===== src/rtl/dili_montgomery_pipe.sv =====
// Pipelined Dilithium Montgomery reduction r = a * 2^-32 mod Q on a valid/ready stream with tag sideband.
// Define DILI_MONT_REDUCE32_EN to append a reduce32 stage (latency 4 instead of 3).
module dili_montgomery_pipe #(
   parameter int WIDTH = 32,
   parameter int QINV  = 58728449,
   parameter int Q     = 8380417,
   parameter int TAG_W = 8
) (
   input  logic                        clk_i,
   input  logic                        rst_i,
   input  logic signed [2*WIDTH-1:0]   a_i,
   input  logic        [TAG_W-1:0]     tag_i,
   input  logic                        valid_i,
   output logic                        ready_o,
   output logic signed [WIDTH-1:0]     a_o,
   output logic        [TAG_W-1:0]     tag_o,
   output logic                        valid_o,
   input  logic                        ready_i,
   output logic                        busy_o
);

   localparam int W2 = 2 * WIDTH;
   localparam logic        [WIDTH-1:0] QINV_L = WIDTH'(QINV);
   localparam logic signed [W2-1:0]    Q_L    = W2'(Q);

   // S1: t, S2: p, S3: r; S1/S2 also carry the original product
   logic                     v1, v2, v3;
   logic signed [W2-1:0]     a1, a2;
   logic        [TAG_W-1:0]  tag1, tag2, tag3;
   logic        [WIDTH-1:0]  t1;
   logic signed [W2-1:0]     p2;
   logic signed [WIDTH-1:0]  r3;

   logic load1, load2, load3;

   logic        [WIDTH-1:0]  t_next;
   logic signed [W2-1:0]     p_next;
   logic signed [W2-1:0]     diff;
   logic signed [WIDTH-1:0]  r_next;

   assign t_next = a_i[WIDTH-1:0] * QINV_L;
   assign p_next = $signed({{WIDTH{t1[WIDTH-1]}}, t1}) * Q_L;
   assign diff   = a2 - p2;
   // Low WIDTH bits of diff are zero by construction, so the shift is exact.
   assign r_next = WIDTH'(diff >>> WIDTH);

`ifdef DILI_MONT_REDUCE32_EN
   localparam logic signed [WIDTH-1:0] HALF_L = WIDTH'(1 << 22);
   localparam logic signed [WIDTH-1:0] Q_W    = WIDTH'(Q);

   logic                     v4;
   logic        [TAG_W-1:0]  tag4;
   logic signed [WIDTH-1:0]  r4;
   logic                     load4;
   logic signed [WIDTH-1:0]  rsum, qest, r4_next;

   assign rsum    = r3 + HALF_L;
   assign qest    = rsum >>> 23;
   assign r4_next = r3 - qest * Q_W;

   assign load4   = !v4 || ready_i;
   assign load3   = !v3 || load4;
   assign a_o     = r4;
   assign tag_o   = tag4;
   assign valid_o = v4;
   assign busy_o  = v1 | v2 | v3 | v4;

   always_ff @(posedge clk_i) begin
      if (rst_i) begin
         v4   <= 1'b0;
         tag4 <= '0;
         r4   <= '0;
      end else if (load4) begin
         v4 <= v3;
         if (v3) begin
            tag4 <= tag3;
            r4   <= r4_next;
         end
      end
   end
`else
   assign load3   = !v3 || ready_i;
   assign a_o     = r3;
   assign tag_o   = tag3;
   assign valid_o = v3;
   assign busy_o  = v1 | v2 | v3;
`endif

   // A stage takes new data when it is empty or its contents move on this cycle.
   assign load2   = !v2 || load3;
   assign load1   = !v1 || load2;
   assign ready_o = load1;

   // NOTE: sequential state uses non-blocking assignments so every stage samples the pre-edge value of its predecessor.
   always_ff @(posedge clk_i) begin
      if (rst_i) begin
         v1   <= 1'b0;
         v2   <= 1'b0;
         v3   <= 1'b0;
         a1   <= '0;
         a2   <= '0;
         tag1 <= '0;
         tag2 <= '0;
         tag3 <= '0;
         t1   <= '0;
         p2   <= '0;
         r3   <= '0;
      end else begin
         if (load1) begin
            v1 <= valid_i;
            if (valid_i) begin
               a1   <= a_i;
               tag1 <= tag_i;
               t1   <= t_next;
            end
         end
         if (load2) begin
            v2 <= v1;
            if (v1) begin
               a2   <= a1;
               tag2 <= tag1;
               p2   <= p_next;
            end
         end
         if (load3) begin
            v3 <= v2;
            if (v2) begin
               tag3 <= tag2;
               r3   <= r_next;
            end
         end
      end
   end

endmodule

===== config.mk =====
export PLATFORM = sky130hd
export DESIGN_NAME = dili_montgomery_pipe
export DESIGN_NICKNAME = d
export VERILOG_FILES = /design/src/rtl/dili_montgomery_pipe.sv
export SDC_FILE = /design/constraint.sdc
export NUM_CORES = 1
export LEC_CHECK = 0
export ABC_AREA = 1
export BUFFER_PORTS_ARGS = -buffer_cell sky130_fd_sc_hd__buf_2
export CORE_AREA = 2 2 234 236
export CTS_CLUSTER_DIAMETER = 120
export CTS_CLUSTER_SIZE = 12
export DETAILED_ROUTE_END_ITERATION = 16
export DIE_AREA = 0 0 236 238
export GPL_TIMING_DRIVEN = 0
export PLACE_DENSITY = 0.73
export SLEW_MARGIN = 20
export SYNTH_ARGS = -nofsm -noshare
export SYNTH_HDL_FRONTEND = slang
export SYNTH_SLANG_ARGS = --single-unit

===== constraint.sdc =====
create_clock -name clk_i -period 5.88 [get_ports clk_i]
set_input_delay 1.764 -clock clk_i [delete_from_list [all_inputs] [get_ports clk_i]]
set_output_delay 1.764 -clock clk_i [all_outputs]
set_load 0.005 [all_outputs]

==> run metrics <==
status complete, no violations; FF-to-FF path depth 20; post-synthesis sequential element count 236; Initial Util 49.8%; Clock Latency Late Sink 560 ps; RSZ-0062 raised after global routing true; WL final 84,400 um; gpl congestion 0.997; vias after detailed routing 24,100; initial drt markers 1,958; Worst Setup SP t1[14]; floorplan die height 238 um; post-synth top area share 17.9%; Crit Path Category reg -> reg; # clock sinks 236; Finish-stage setup viols 0; synthesized area 26,600 um^2; biggest area consumer among synthesized cells fa_1; Worst Path Max Fanout 4; vias in the first global route 22,800; final hold violation count 0; most frequent CP cell fa_1; Setup TNS 0 ps; CTS tree built; CTS Root Cell clkbuf_16; initial antenna violation count 1; worst hold-check path type reg -> reg; Crit Reg-Reg Startpoint t1[14]; Total GRT Usage 29.8%; ys async rst share 0%; most frequent cells after synthesis 854 x nand2_1, 765 x inv_1, 488 x nor2_1; Via density 5.19; Slew HR 24.6%; max capacitance violation total 0; nets 4,616; Worst Path Arrival 6250 ps; die area 56,200 um^2; Min Clock Period, post-route 5800 ps; Setup crit end kind flop; Worst-Margin Slew 1130 ps; port bufs 117; fillers 5,223; worst endpoint required time 6340 ps; hold path depth 2; Clock Path Buffers 3; Pins Over Slew Limit 0; Post-synth EDFFs 0; worst hold slack 461 ps; fmax 173 MHz; first-pass GRT wire length 128,000 um; Synth cell types 39; Post-Synthesis Cells 3,792; final worst-path cycle share 98.6%; Chip Width 236 um; Worst setup SP type flop; Routed Antenna Nets 0; Mapped Nets 4,458; CTS Buf Count 23; I/O pin count 119; pin count of the biggest net entering global routing 22; FP Rows 85; Post-synth top flop dfxtp_1; ranking of synthesized cells by area fa_1 18%, dfxtp_1 18%, ha_1 17%; register area share after synthesis 17.7%; DRC Markers 0; Mean Syn Cell Area 7.02 um^2; most common cell in the netlist nand2_1; Worst-path clk slew 60 ps; YS warnings 0; share of cells above drive strength 1 9.79%; 1st-pass router iterations 5; Detail Placement HPWL 72,900 um; GRT overflow 0; CP delay by family, top adder cells; Hold Crit Endpoint p2[14]; Reg2Reg Setup Slack 80 ps; hold_sp p2[14]; antenna diode count 0; H-tree levels 1; Area Overhead vs Synth 10.8%; slowest CP cell fa_2; area of the core 53,500 um^2; crit path cell chain clkinvlp_4 -> fa_2 -> xor2_1 -> ha_1 -> o21bai_1 -> fa_1 -> fa_1 -> fa_1 -> fa_1 -> ha_1 -> ha_4 -> nand2_1 -> o21ai_0 -> a21oi_1 -> nand2_1 -> nand3_1 -> nand3_1 -> nand3_1 -> nand2_1 -> inv_1; buffer and inverter count on the worst path 2; WL per Instance 18.2 um; reg2reg end p2[48]; slowest cell delay on critical path 600 ps; Final Skew 11.4 ps
tightest hold or removal path: cells and delay by family (launching register included):
kind / cells / cell delay, ps
DFF: 1 / 300
buffers and inverters: 1 / 60
AOI/OAI and AO/OA: 1 / 60
layer usage:
layer  part of all wire, %  vias to the layer above  global-route usage [%]
met5                     0                        -                       0
met4                   4.1                        0                    10.1
met3                   7.8                      132                    3.70
met2                    42                      842                    46.7
met1                    46                    11200                    42.5
li1                      -                    12000                       -
worst max-delay path by stage:
stage,to,cells after the start
6_report,p2[48],20
3_5_place_dp,p2[62],21
3_3_place_gp,p2[62],21
4_1_cts,p2[62],19
2_1_floorplan,t1[31],20
5_1_grt,p2[50],20
through the flow:
stage | cell area (um^2) | instances | setup WS (ps) | util [%]
3_5_place_dp | 28100 | 4605 | -643 | 52.5
3_3_place_gp | 28100 | 4605 | -636 | 52.5
5_1_grt | 29500 | 4647 | -19.1 | 55.1
6_report | 29500 | 4647 | 83.1 | 55.1
2_1_floorplan | 26600 | 3792 | 257 | -
4_1_cts | 28900 | 4636 | 5.48 | 54.0
cell families (layout without fill, tap and decap cells):
group           count (synthesis)  in the layout  share of synthesized area (%)
buf+inv                       844           1003                           12.0
flops                         236            236                           17.7
xor+xnor                       87             87                           2.86
simple gates                 1598           1598                           24.3
compound gates                437            437                           8.73
fa+ha+maj                     590            590                           34.4
flip-flops by register name (all words and copies together) (netlist names), 8 cells and up:
register	cells
t1	19
tag_o	8
tag1	8
a1	64
a2	51
p2	43
a_o	32
tag2	8
placed cells by master (no fill, tap or decap), drive strengths merged, types with 2 or more instances in the layout:
cell / count
inv: 767
nand4: 40
clkbuf: 77
o21bai: 32
xor2: 60
nor2: 509
nand2: 862
buf: 155
nor3: 13
fa: 238
nor4: 2
a21boi: 2
a21oi: 172
clkinvlp: 3
a21o: 12
o211ai: 3
and2: 3
or2: 5
nand3: 159
o21ai: 212
ha: 352
dfxtp: 236
nand3b: 3
and3: 2
xnor2: 27
o31ai: 2
area by class of cell:
| class | count | area (um^2) | share of cell area, % |
|---|---|---|---|
| buffer | 75 | 305 | 1.03 |
| clock buffer | 24 | 579 | 1.96 |
| clock inverter | 2 | 25.0 | 0.0848 |
| inverter | 769 | 2900 | 9.82 |
| multi-input combinational | 2712 | 19300 | 65.4 |
| sequential | 236 | 4800 | 16.3 |
| tap | 696 | 871 | 2.95 |
| timing repair buffer | 133 | 733 | 2.49 |
timing repair:
action | in CTS | in global routing
hold endpoints to repair | 0 | 0
pin swaps | 3 | 18
endpoints found under the setup margin | 23 | 30
resized for setup | 56 | 151
hold buffers | 0 | 0
setup buffers | 5 | 11
Power is left out: the tool's default activity adds up to more than one toggle a clock period on the data nets, which glitch-free logic cannot reach.
